$ cat src/rtl/mem_access_ctrl.sv
// Data-memory access controller: one load/store per request, req/ack bus handshake,
// byte-lane generation and load extension. Optional misalignment abort via MEM_ALIGN_CHECK_EN.
module mem_access_ctrl #(
    parameter int TIMEOUT = 16
) (
    input  logic        clk,
    input  logic        rst,
    input  logic        req_i,
    input  logic        we_i,
    input  logic [1:0]  size_i,
    input  logic        sign_i,
    input  logic [31:0] addr_i,
    input  logic [31:0] wdata_i,
    output logic        stall_o,
    output logic        done_o,
    output logic [31:0] rdata_o,
    output logic        err_o,
    output logic        misalign_o,
    output logic        bus_req_o,
    output logic        bus_we_o,
    output logic [31:0] bus_addr_o,
    output logic [3:0]  bus_be_o,
    output logic [31:0] bus_wdata_o,
    input  logic        bus_ack_i,
    input  logic [31:0] bus_rdata_i
);
    typedef enum logic [1:0] {S_IDLE, S_REQ, S_DONE} state_t;

    localparam logic [7:0] CNT_LAST = 8'(TIMEOUT - 1);

    state_t      r_state;
    logic [7:0]  r_cnt;
    logic        r_we, r_sign, r_err, r_mis;
    logic [1:0]  r_size, r_off;
    logic [31:0] r_addr, r_wdata, r_rdata;
    logic [3:0]  r_be;

    logic [3:0]  w_be;
    logic [31:0] w_wdata, w_lane, w_ldata;
    logic        w_misalign;

`ifdef MEM_ALIGN_CHECK_EN
    assign w_misalign = (size_i == 2'b01 && addr_i[0]) || (size_i[1] && addr_i[1:0] != 2'b00);
`else
    assign w_misalign = 1'b0;
`endif

    always_comb begin
        w_be    = 4'b1111;
        w_wdata = wdata_i;
        case (size_i)
            2'b00: begin
                w_be    = 4'b0001 << addr_i[1:0];
                w_wdata = {4{wdata_i[7:0]}};
            end
            2'b01: begin
                w_be    = 4'b0011 << {addr_i[1], 1'b0};
                w_wdata = {2{wdata_i[15:0]}};
            end
            default: ;
        endcase
    end

    // Halfwords ignore the low offset bit, so only bytes use r_off[0] for the lane shift.
    always_comb begin
        w_lane  = bus_rdata_i >> {r_off[1], (r_size == 2'b00) & r_off[0], 3'b000};
        w_ldata = bus_rdata_i;
        case (r_size)
            2'b00:   w_ldata = {{24{r_sign & w_lane[7]}}, w_lane[7:0]};
            2'b01:   w_ldata = {{16{r_sign & w_lane[15]}}, w_lane[15:0]};
            default: ;
        endcase
    end

    always_ff @(posedge clk) begin
        if (rst) begin
            r_state <= S_IDLE;
            r_cnt   <= '0;
            r_we    <= 1'b0;
            r_sign  <= 1'b0;
            r_size  <= '0;
            r_off   <= '0;
            r_addr  <= '0;
            r_be    <= '0;
            r_wdata <= '0;
            r_rdata <= '0;
            r_err   <= 1'b0;
            r_mis   <= 1'b0;
        end else begin
            case (r_state)
                S_IDLE: if (req_i) begin
                    r_we    <= we_i;
                    r_sign  <= sign_i;
                    r_size  <= size_i;
                    r_off   <= addr_i[1:0];
                    r_addr  <= {addr_i[31:2], 2'b00};
                    r_be    <= w_be;
                    r_wdata <= w_wdata;
                    r_cnt   <= '0;
                    if (w_misalign) begin
                        r_state <= S_DONE;
                        r_err   <= 1'b1;
                        r_mis   <= 1'b1;
                        r_rdata <= '0;
                    end else begin
                        r_state <= S_REQ;
                    end
                end
                S_REQ: begin
                    if (bus_ack_i) begin
                        r_state <= S_DONE;
                        r_rdata <= r_we ? 32'd0 : w_ldata;
                        r_err   <= 1'b0;
                    end else if (r_cnt == CNT_LAST) begin
                        r_state <= S_DONE;
                        r_err   <= 1'b1;
                        r_rdata <= '0;
                    end else begin
                        r_cnt <= r_cnt + 8'd1;
                    end
                end
                S_DONE: begin
                    r_state <= S_IDLE;
                    r_rdata <= '0;
                    r_err   <= 1'b0;
                    r_mis   <= 1'b0;
                end
                default: r_state <= S_IDLE;
            endcase
        end
    end

    assign stall_o     = (r_state == S_REQ) || (r_state == S_IDLE && req_i);
    assign done_o      = (r_state == S_DONE);
    assign rdata_o     = r_rdata;
    assign err_o       = r_err;
    assign misalign_o  = r_mis;
    assign bus_req_o   = (r_state == S_REQ);
    assign bus_we_o    = r_we;
    assign bus_addr_o  = r_addr;
    assign bus_be_o    = r_be;
    assign bus_wdata_o = r_wdata;
endmodule
$ cat config.mk
export PLATFORM = sky130hd
export DESIGN_NAME = mem_access_ctrl
export DESIGN_NICKNAME = d
export VERILOG_FILES = /design/src/rtl/mem_access_ctrl.sv
export SDC_FILE = /design/constraint.sdc
export NUM_CORES = 1
export LEC_CHECK = 0
export BUFFER_PORTS_ARGS = -buffer_cell sky130_fd_sc_hd__buf_4
export CAP_MARGIN = 20
export CORE_UTILIZATION = 29
export CTS_BUF_LIST = sky130_fd_sc_hd__clkbuf_16
export DETAILED_ROUTE_END_ITERATION = 6
export PLACE_DENSITY_LB_ADDON = 0.08
export REMOVE_ABC_BUFFERS = 1
export SLEW_MARGIN = 15
export SYNTH_ARGS = -nofsm -noshare
export SYNTH_HDL_FRONTEND = slang
export SYNTH_SLANG_ARGS = --single-unit
$ cat constraint.sdc
create_clock -name clk -period 2.7 [get_ports clk]
set_input_delay 0.135 -clock clk [delete_from_list [all_inputs] [get_ports clk]]
set_output_delay 0.135 -clock clk [all_outputs]
set_load 0.03 [all_outputs]
Word level (Yosys, flattened, before mapping)
Cells that the tools add are included. Widths: inputs -> output; s select.

Add/sub/neg operators: 1. Multiplexer cells: 18. Eq/ne operators: 9. Bitwise operators: 3. Reduce and logical (&&, ||, !) cells: 11. Divide/modulo/power cells: 0. Shifts and indexed selects: 3. Multipliers: 0. Magnitude comparators: 0.

Operator list (number): $pmux 32 s2 (3); $mux 32 (3); $shr 32x5->16 (1); $mux 8 (3); $pmux 8 s2 (1); $add 8x1->8 const B (1); $eq 8x4->1 const B (1); $pmux 4 s2 (1); $eq 2x1->1 const B (3); $logic_not 2->1 (3); $mux 2 (3); $ne 2x2->1 const B (3); $reduce_and 2->1 (3); $pmux 2 s2 (1); $reduce_and 4->1 (1); $reduce_bool 2->1 (2); $shl 1x2->4 const A (1); $shl 2x2->4 const A (1); $and 1x1->1 (3); $ne 3x1->1 const B (1); $eq 2x2->1 const B (1); $mux 1 (2); $pmux 1 s2 (1); $logic_and 1x1->1 (1); $logic_or 1x1->1 (1).

Memory bits (writable): 0. Logic and storage cells: 56. Bits in registers: 115. Memory bits (read-only): 0. Output and inout bits: 106. Bits in latches: 0. Memories: 0. Input bits: 104.

Longest topological paths before layout
Gate-level depths: netlist (run 1).

Word-level depth: 8. Depth in mapped cells: 8.

Least setup slack after synthesis (run 1)
Ideal clock, no wire load.

Kind: register to register. Start point: register r_state[0]. End point: register r_rdata[0] (netlist: rdata_o[0]). Library setup time: 0.070 ns. Cell stages (with the launch flop): 7. Arrival: 1.736 ns. Setup slack: 0.894 ns. Required time: 2.630 ns. Cells stage by stage: dfxtp_1 -> inv_1 -> ha_1 -> nor4_1 -> clkbuf_1 -> o21ai_0 -> o2bb2ai_1.

Longest elaborated chain between the ends: 3. Elaborated cells on any way between the ends: 6. Classes of those cells: eq/ne: 3; mux: 1; reduce/logical: 2.

RTL lines: from (decl) (line 31) `state_t r_state;`; from (signal assigned) (line 77) `r_state <= S_IDLE;`; from (signal assigned) (line 101) `r_state <= S_DONE;`; from (signal assigned) (line 106) `r_state <= S_REQ;`; $eq 2x2->1 (*); via done_o (line 15) `output logic done_o,`; $reduce_bool 2->1 (no line); $reduce_and 2->1 (no line); to (signal assigned) (line 112) `r_rdata <= r_we ? 32'd0 : w_ldata;`; to (decl) (line 35) `logic [31:0] r_addr, r_wdata, r_rdata;`.

Mark *: on every way through the listed nets, which the timed path passes. The rest lies on a longest branch. A chain may end at the register's enable or synchronous reset.

Final worst setup path (run 1)
Start point: register r_state[0]. End point: register r_we (netlist: bus_we_o).

Longest elaborated chain between the ends: 2.

RTL lines: $logic_not 2->1 (line 90) `case (r_state)`; $reduce_and 2->1 (no line); to (signal assigned) (line 92) `r_we <= we_i;`; to (decl) (line 33) `logic r_we, r_sign, r_err, r_mis;`.

Every way passes these cells.

==> out/qor.csv, run 1 <==
stage,metric,value,unit
final_layout,fillCellCount,1681,
sta,period_minus_slack,1910,ps
detailed_routing,ant_nets,0,
worst_setup_path,startpoint_type,flop,
place,gp_congestion,0.749,
detailed_routing,drt_iter0_drc,195,
sta,tns,0,ps
pwr,p_leak,3.38,nW
clock_network,post_cts_buffers,0,
min_path,min_path_cells,3,
detailed_routing,routed_wl,15900,um
synth,synthArstFlopShare,0,%
floorplanning,initial_core_util,30.1,%
place,placed_cell_area,6790,um^2
min_path,hp-class,input port to flop,
floorplanning,fp.dieW,134,um
clock_network,clk_latency,410,ps
pwr,seqPwrFrac,34.5,%
sta,finalCritPeriodShare,70.6,%
final_layout,drive_gt1_share,30.6,%
pwr,clockPowerShare,43.0,%
synth,synth_ff_type,dfxtp_1,
synth,synth_edf_count,0,
grt,top_usage_layer,met2,
floorplanning,io-pin-count,210,
sta,slew_violations,0,
sta,slew_headroom,45.2,%
worst_setup_path,cp_max_fo,20,
place,dp_hpwl,10900,um
synth,yosysTopAreaCell,dfxtp_1,
detailed_routing,viasPerCell,4.79,
sta,rsz0062_at_grt,false,
sta,hold_viol,0,
detailed_routing,wl_per_cell,14.8,um
floorplanning,die-area,18000,um^2
final_layout,area_growth,56.9,%
pwr,vdd_ir_drop_max,0.416,mV
synth,yosysSeqAreaShare,45.5,%
grt,grt_pass1_wl,25600,um
worst_setup_path,endpoint_kind,flop,
clock_network,cts.sinks,115,
worst_setup_path,crit_required,3050,ps
pwr,switching_share,30.2,%
synth,syn_area,5060,um^2
synth,ys_ff_latch,115,
pwr,p_int,0.00390,W
grt,grt.overflow.total,0,
clock_network,ctsLongestPathBuffers,2,
final_layout,diodes,0,
grt,gr-usage-met3,7.18,%
sta,setup_viol,0,
synth,syn_inst,605,
floorplanning,die_y,134,um
detailed_routing,firstDrtPassIters,4,
floorplanning,num_rows,47,
clock_network,cts_buffers,17,
grt,grt_util_met1,22.1,%
run_status,status,"complete, no violations",
final_layout,final_common_cell,buf_4,
sta,tightest_slew,821,ps
synth,yosys-top-cells-area,"dfxtp_1 (45%), nand2_1 (10%), a21oi_1 (7.2%)",
grt,grt_util_all_layers,18.1,%
sta,clock.fmax,525,MHz
synth,yosys_warnings,0,
detailed_routing,num_vias,5153,
place,port_buffers,206,
pwr,switchingPower,0.00169,W
job,maxCapViolCount,0,
detailed_routing,drc,0,
grt,antenna_found_initial,0,
final_layout,final_cell_mix,"buf_4 (214), nand2_1 (134), dfxtp_1 (115)",
clock_network,cts_root_buffer,clkbuf_16,
grt,grt_max_degree,63,
clock_network,cts_tree,built,
synth,syn_avg_cell_area,8.36,um^2
final_layout,fin_nets,951,
worst_setup_path,cp.arrival,2260,ps
clock_network,path_clk_slew,60,ps
floorplanning,core_area,16800,um^2
clock_network,cts_resized,0,
sta,fin_skew,8.42,ps
synth,synth.distinct_cells,40,
sta,hold_ws,24.9,ps
pwr,powerDensity,704,nW/um^2
worst_setup_path,crit_type,flop to flop,
pwr,combPwrFrac,22.5,%
final_layout,final_area,7940,um^2
clock_network,cts_max_level,4,
grt,use_met2,28.9,%
worst_setup_path,ff2ff_path_depth,6,
grt,grt_pass1_vias,5031,
synth,synth_top_area_share,45.5,%
layer usage:
layer	wire length, um	share of wire [%]
met1	7160	45
met2	7310	46
met3	1350	8.5
met4	87	0.55
met5	0	0
final timing paths:
check / startpoint / endpoint / slack [ps]
worst max-delay path: r_state[0] / bus_we_o / 790
worst min-delay path: bus_rdata_i[2] / rdata_o[2] / 20
worst max register to register: r_state[0] / bus_we_o / 790
worst min register to register: bus_wdata_o[3] / bus_wdata_o[3] / 450
stage by stage:
step | cells | util, % | power, W | setup WS, ps
floorplan | 557 | - | 0.00263 | -802
global placement | 993 | 40.4 | 0.00316 | 933
detailed placement | 993 | 40.4 | 0.00317 | 887
CTS | 1076 | 47.2 | 0.00567 | 733
global route | 1076 | 47.2 | 0.00586 | 635
finish | 1076 | 47.2 | 0.00559 | 795
cells by family after synthesis:
| kind of cell | count (synthesis) | share of synthesized area [%] |
|---|---|---|
| mux | 36 | 7.32 |
| fa+ha+maj | 4 | 0.989 |
| other cells | 1 | 0.0741 |
| xor+xnor | 1 | 0.173 |
| compound gates | 174 | 22.1 |
| simple gates | 218 | 19.3 |
| buf+inv | 56 | 4.57 |
| flops | 115 | 45.5 |
cell type report:
type | instances | area (um^2) | share of cell area, %
clock buffers | 17 | 425 | 5.36
clock inverters | 15 | 208 | 2.62
inverters | 6 | 22.5 | 0.284
multi-input cells | 436 | 2550 | 32.1
flip-flops and latches | 115 | 2300 | 29.0
well taps | 220 | 275 | 3.47
repair buffers | 267 | 2160 | 27.2
cell usage after synthesis, types with 3 or more instances:
| cell type | count |
|---|---|
| nand2_1 | 135 |
| dfxtp_1 | 115 |
| a21oi_1 | 73 |
| o21ai_0 | 41 |
| nand2b_1 | 39 |
| clkbuf_1 | 37 |
| mux2i_1 | 28 |
| a32o_1 | 23 |
| nor2_1 | 22 |
| nor2b_1 | 9 |
| a211oi_1 | 8 |
| a311oi_1 | 8 |
| mux2_2 | 8 |
| o2bb2ai_1 | 7 |
| inv_1 | 6 |
| buf_2 | 5 |
| buf_1 | 4 |
| buf_4 | 4 |
| ha_1 | 4 |
| nand3_1 | 4 |
| a2111o_1 | 3 |
power groups by stage:
stage / clock network [W] / registers, W / logic (W)
finish: 0.00240 / 0.00193 / 0.00126
global placement: 0 / 0.00196 / 0.00120
detailed placement: 0 / 0.00196 / 0.00121
CTS: 0.00247 / 0.00193 / 0.00127
global route: 0.00255 / 0.00195 / 0.00137
floorplan: 0 / 0.00220 / 0.000426
critical path: stages, from the launching register on:
cell and delay [ps]:
dfxtp_1 350, inv_1 70, ha_1 260, nand2_2 380, nand2_1 100, a21oi_1 140
dlygate4sd3_1 550
state kept, by name (all words and copies together), names as in the netlist:
| signal | count |
|---|---|
| bus_addr_o | 30 |
| bus_be_o | 4 |
| bus_wdata_o | 32 |
| bus_we_o | 1 |
| err_o | 1 |
| r_cnt | 8 |
| r_off | 2 |
| r_sign | 1 |
| r_size | 2 |
| r_state | 2 |
| rdata_o | 32 |
what timing repair did:
item / in CTS / in global routing
hold buffers: 51 / 0
endpoints found under the hold margin: 53 / 0
setup endpoints to repair: 0 / 0
No activity file was read; power rests on OpenSTA's default activity.
==> inputs of run 2 (changes only) <==
- ABC_AREA: default -> 1
- clock period: 2.7 -> 1.8 ns (I/O delays scaled with it)
==> run 2 against run 1 <==
  * First-iteration DRC count increased by 26%
  * Cell area increased by 5.6%
  * Combinational power increased by 79%
  * Setup slack got worse by 680 ps
  * Critical path depth unchanged
==> out/qor.csv, run 2 <==
stage,metric,value,unit,change
run_status,status,"complete, no violations",,
grt,top_usage_layer,met2,,
detailed_routing,ant_nets,0,,unchanged
worst_setup_path,crit_required,1710,ps,-1340 ps
synth,synth_common_cells,"nand2_1 (190), dfxtp_1 (115), nor2_1 (104)",,
min_path,holdPathEnd,r_off[1],,
synth,yosysMostFrequentCell,nand2_1,,
detailed_routing,wl_per_cell,14.2,um,-4.0%
synth,synth_top_family_by_area,simple AND/OR/NAND/NOR gates,,
final_layout,final_cell_mix,"buf_4 (230), nand2_1 (188), dfxtp_1 (114)",,
synth,synth.distinct_cells,31,,-23%
grt,grt_pass1_wl,28200,um,+10%
final_layout,multi_input_area,2620,um^2,+2.7%
worst_setup_path,endpoint_kind,primary output,,
synth,syn_inst,775,,+28%
detailed_routing,drt_iter0_drc,246,,+26%
clock_network,clk_latency,410,ps,about the same
grt,grt_pass1_vias,5595,,+11%
synth,yosysSeqAreaShare,43.3,%,-2.2 points
grt,antenna_found_initial,0,,unchanged
job,maxCapViolCount,0,,unchanged
synth,synth_simple_gate_area_share,29.0,%,+9.8 points
final_layout,regArea,2300,um^2,about the same
min_path,hp-class,input port to flop,,
grt,use_met2,31.2,%,+2.3 points
worst_setup_path,r2r-start,r_state[0],,
synth,yosys-top-cells-area,"dfxtp_1 (43%), nand2_1 (13%), a21oi_1 (8.7%)",,
synth,synth-compound-area-share,17.8,%,-4.3 points
clock_network,ctsLongestPathBuffers,2,,unchanged
worst_setup_path,crit_type,flop to primary output,,
clock_network,path_clk_slew,50,ps,about the same
clock_network,cts_max_level,4,,unchanged
synth,syn_avg_cell_area,6.87,um^2,-18%
clock_network,cts_tree,built,,
sta,setup_viol,0,,unchanged
sta,slew_headroom,47.0,%,+1.8 points
final_layout,fin_nets,1150,,+21%
floorplanning,die-area,18900,um^2,+5.1%
floorplanning,initial_core_util,29.6,%,-0.46 points
worst_setup_path,ff2ff_path_depth,9,,+3
sta,tns,0,ps,unchanged
synth,syn_area,5320,um^2,+5.2%
synth,synth_xor_area_share,0.494,%,+0.32 points
pwr,vdd_ir_drop_max,0.622,mV,+49%
grt,grt.overflow.total,0,,unchanged
grt,grt_max_degree,68,,+7.9%
final_layout,finish.utilization,46.7,%,-0.53 points
worst_setup_path,cp.arrival,1590,ps,-670 ps
detailed_routing,firstDrtPassIters,6,,+2
grt,gr-usage-met3,6.00,%,-1.2 points
detailed_routing,drc,0,,unchanged
sta,clock.fmax,595,MHz,
detailed_routing,viasPerCell,4.62,,-3.5%
grt,grt_util_met1,24.2,%,+2.1 points
floorplanning,fp.dieW,137,um,+2.5%
pwr,powerDensity,977,nW/um^2,+39%
worst_setup_path,startpoint_type,flop,,
clock_network,cts_root_buffer,clkbuf_16,,
floorplanning,die_y,137,um,+2.5%
worst_setup_path,r2r_end,rdata_o[7],,
place,placed_cell_area,7180,um^2,+5.7%
synth,synthArstFlopShare,0,%,unchanged
pwr,p_leak,3.92,nW,+16%
synth,synth_edf_count,0,,unchanged
clock_network,cts_buffers,17,,unchanged
final_layout,drive_gt1_share,27.4,%,-3.2 points
synth,ys_ff_latch,115,,unchanged
sta,rsz0062_at_grt,true,,
place,dp_hpwl,12200,um,+12%
synth,synth_top_area_share,43.3,%,-2.2 points
final_layout,diodes,0,,unchanged
floorplanning,core_area,18000,um^2,+6.8%
min_path,min_path_cells,3,,unchanged
floorplanning,io-pin-count,210,,unchanged
sta,period_minus_slack,1680,ps,
final_layout,final_area,8380,um^2,+5.6%
synth,yosys.area_share.adder,0.941,%,-0.049 points
floorplanning,num_rows,49,,+4.3%
synth,yosys_warnings,0,,unchanged
detailed_routing,routed_wl,18200,um,+15%
grt,grt_util_all_layers,19.3,%,+1.2 points
synth,yosysTopAreaCell,dfxtp_1,,
sta,fin_skew,9.53,ps,+1.11 ps
sta,slew_violations,0,,unchanged
detailed_routing,num_vias,5931,,+15%
place,port_buffers,206,,unchanged
sta,tightest_slew,796,ps,-25.1 ps
worst_setup_path,cp_max_fo,6,,-70%
worst_setup_path,r2r_setup_slack,160,ps,-630 ps
place,gp_congestion,0.805,,+7.5%
synth,synth_ff_type,dfxtp_1,,
synth,muxShareOfSynthArea,0,%,-7.3 points
final_layout,area_growth,57.5,%,
final_layout,final_common_cell,buf_4,,
sta,finalCritPeriodShare,93.4,%,
sta,hold_ws,62.9,ps,+38.0 ps
min_path,worstHoldStart,addr_i[1],,
final_layout,fillCellCount,1885,,+12%
clock_network,cts.sinks,115,,unchanged
sta,hold_viol,0,,unchanged
pwr,p_total,0.00819,W,+46%
## run 2: cell type report
type / instances / share of cell area, %
timing repair buffer: 295 / 29.0
tap: 229 / 3.42
clock buffer: 17 / 5.07
sequential: 115 / 27.5
inverter: 58 / 2.60
clock inverter: 15 / 1.21
multi-input combinational: 555 / 31.2
## run 2: power by group
part,total (W),internal (W),leakage (nW),switching (W)
sequential,0.00290,0.00277,0.943,0.000129
clock,0.00304,0.00185,0.263,0.00119
combinational,0.00225,0.000897,2.72,0.00136
## run 2: worst max path at each step
stage | to | start
after global routing | rdata_o[14] | r_state[0]
after CTS | rdata_o[7] | r_state[0]
final | stall_o | r_state[1]
after global placement | rdata_o[7] | r_state[0]
after floorplan | r_cnt[4] | r_state[0]
after detailed placement | rdata_o[7] | r_state[0]
## run 2: cells by family after synthesis
group | count (synthesis)
buffers and inverters | 107
other | 1
adder cells (fa/ha/maj) | 4
AO/OA/AOI/OAI | 177
XOR/XNOR | 3
flip-flops | 115
AND/OR/NAND/NOR | 368
## run 2: routing by layer
metal / up-vias / wire length, um
met5: - / 0
met4: 0 / 234
met3: 18 / 1520
met2: 180 / 8160
met1: 2683 / 8320
li1: 3050 / -
## run 2: worst max-delay path: stages (launching register included)
cell     delay (ps)
dfxtp_1         310
inv_1            90
ha_1            320
inv_1            90
buf_4           160
nand2_1          60
buf_4           150
## run 2: per-stage QoR
step	worst slack, ps	std cells
final	119	1284
after global routing	-28.7	1284
after CTS	71.0	1283
after detailed placement	86.8	1191
after global placement	119	1191
after floorplan	-2280	728
## run 2: what timing repair did
action,in CTS,in global routing
setup buffers,0,0
gates resized for setup,0,13
setup endpoints to repair,0,33
hold buffers,60,0
hold endpoints to repair,60,0
==> inputs of run 3 (changes only) <==
- REMOVE_ABC_BUFFERS: 1 -> default
==> run 3 against run 2 <==
  * Core utilization increased by 0.27 points
  * Clock power increased by 21%
  * Global-route usage increased by 0.49 points
  * Sequential power about the same
  * Total power increased by 7.5%
  * Register-to-register slack improved by 40 ps
  * Sequential share of layout area decreased by 0.17 points
  * Worst hold slack got worse by 38 ps
  * Non-clock buffer count decreased by 1
  * Wire length decreased by 0.46%
  * Setup slack got worse by 7.2 ps
  * Clock-buffer cell count unchanged
==> out/qor.csv, run 3 (synthesis results as in run 2) <==
stage,metric,value,unit,change
job,maxCapViolCount,0,,unchanged
final_layout,area_growth,58.5,%,
floorplanning,num_rows,49,,unchanged
grt,antenna_found_initial,0,,unchanged
sta,fin_skew,6.00,ps,-3.52 ps
sta,clock.fmax,592,MHz,-0.43%
pwr,switching_share,30.8,%,-1.9 points
clock_network,cts_max_level,4,,unchanged
detailed_routing,ant_nets,0,,unchanged
sta,slew_violations,0,,unchanged
floorplanning,core_area,18000,um^2,unchanged
grt,grt.overflow.total,0,,unchanged
detailed_routing,firstDrtPassIters,6,,unchanged
clock_network,cts_buffers,17,,unchanged
place,port_buffers,206,,unchanged
worst_setup_path,ff2ff_path_depth,9,,unchanged
floorplanning,io-pin-count,210,,unchanged
pwr,vdd_ir_drop_max,0.640,mV,+2.9%
clock_network,cts.sinks,115,,unchanged
worst_setup_path,crit_type,flop to primary output,,
clock_network,cts_root_buffer,clkbuf_16,,
pwr,seqPwrFrac,32.9,%,-2.5 points
final_layout,multi_input_area,2590,um^2,-0.96%
detailed_routing,wl_per_cell,14.1,um,-0.38%
worst_setup_path,crit_chain,"inv_1, ha_1, nand2_4, buf_8, nand2_1, buf_4",,
pwr,powerDensity,1040,nW/um^2,+6.9%
worst_setup_path,cp.arrival,1600,ps,about the same
final_layout,final_cell_mix,"buf_4 (233), nand2_1 (188), dfxtp_1 (115)",,
sta,hold_viol,0,,unchanged
clock_network,ctsLongestPathBuffers,2,,unchanged
detailed_routing,viasPerCell,4.60,,-0.39%
pwr,p_leak,3.96,nW,+0.82%
pwr,clockPowerShare,41.9,%,+4.8 points
worst_setup_path,slowest_delay,340,ps,+20 ps
grt,grt_pass1_vias,5674,,+1.4%
pwr,switchingPower,0.00271,W,+1.4%
min_path,min_path_cells,4,,+1
clock_network,cts_tree,built,,
floorplanning,initial_core_util,29.6,%,unchanged
final_layout,diodes,0,,unchanged
grt,grt_util_all_layers,19.8,%,+0.49 points
detailed_routing,num_vias,5903,,-0.47%
final_layout,regArea,2300,um^2,about the same
min_path,hp-class,input port to flop,,
sta,tns,0,ps,unchanged
final_layout,fillCellCount,1931,,+2.4%
detailed_routing,drt_iter0_drc,328,,+33%
detailed_routing,routed_wl,18100,um,-0.46%
clock_network,clk_latency,410,ps,about the same
floorplanning,fp.dieW,137,um,unchanged
worst_setup_path,startpoint_type,flop,,
sta,finalCritPeriodShare,93.8,%,+0.40 points
sta,period_minus_slack,1690,ps,+7.18 ps
place,gp_congestion,0.802,,-0.35%
worst_setup_path,endpoint_kind,primary output,,
place,dp_hpwl,12800,um,+4.5%
sta,rsz0062_at_grt,true,,
final_layout,final_common_cell,buf_4,,
clock_network,post_cts_buffers,0,,unchanged
worst_setup_path,critPathSlowestCell,dfxtp_1,,
run_status,status,"complete, no violations",,
clock_network,path_clk_slew,50,ps,about the same
pwr,combPwrFrac,25.3,%,-2.2 points
final_layout,fin_nets,1149,,-0.087%
sta,hold_ws,24.9,ps,-38.0 ps
worst_setup_path,crit_required,1710,ps,about the same
final_layout,drive_gt1_share,27.1,%,-0.26 points
floorplanning,die_y,137,um,unchanged
worst_setup_path,cp_max_fo,17,,+11
pwr,p_int,0.00609,W,+10%
detailed_routing,drc,0,,unchanged
floorplanning,die-area,18900,um^2,unchanged
sta,setup_viol,0,,unchanged
grt,grt_pass1_wl,28800,um,+2.3%
grt,grt_max_degree,48,,-29%
-- run 3: per-stage QoR --
step           utilization, %  instances  power (W)  instance area [um^2]  worst slack [ps]
4_1_cts                  46.9       1283    0.00890                  8420              2.92
6_report                 46.9       1283    0.00880                  8430               112
5_1_grt                  46.9       1283    0.00927                  8430             -17.4
2_1_floorplan               -        777    0.00421                  5330               179
3_3_place_gp             40.1       1194    0.00508                  7210               179
3_5_place_dp             40.1       1194    0.00507                  7210               171
-- run 3: repair_timing --
| action | CTS | global route |
|---|---|---|
| hold endpoints to repair | 58 | 0 |
| endpoints found under the setup margin | 1 | 10 |
| hold buffers | 57 | 0 |
| resized for setup | 1 | 4 |
-- run 3: per-layer routing --
metal	global-route usage (%)	part of all wire [%]	vias to the layer above	wire (um)
li1	-	-	3059	-
met1	24.0	44	2664	8020
met2	32.7	47	165	8560
met3	7.03	7.5	15	1350
met4	5.68	1.2	0	215
met5	0	0	-	0
-- run 3: worst paths after layout --
| path | slack (ps) | from | endpoint |
|---|---|---|---|
| min | 20 | bus_ack_i | err_o |
| min reg2reg | 460 | err_o | err_o |
| max reg2reg | 200 | r_cnt[0] | rdata_o[14] |
| max | 110 | r_state[0] | stall_o |
-- run 3: worst max-delay path, delay by kind of cell (launching register included) --
kind	cells	cell delay (ps)
fa+ha+maj	1	250
simple gates	2	200
flops	1	340
buf+inv	3	390
-- run 3: power by group through the flow --
stage	combinational, W	sequential, W	clock, W
final	0.00223	0.00289	0.00368
after global routing	0.00244	0.00292	0.00391
after detailed placement	0.00213	0.00295	0
after CTS	0.00224	0.00290	0.00377
after global placement	0.00213	0.00295	0
after floorplan	0.000887	0.00332	0
-- run 3: cell type report --
type | count | area share [%]
multi-input combinational | 555 | 30.7
timing repair buffer | 294 | 28.4
sequential | 115 | 27.3
clock buffer | 17 | 5.05
tap | 229 | 3.40
inverter | 58 | 2.58
clock inverter | 15 | 2.54
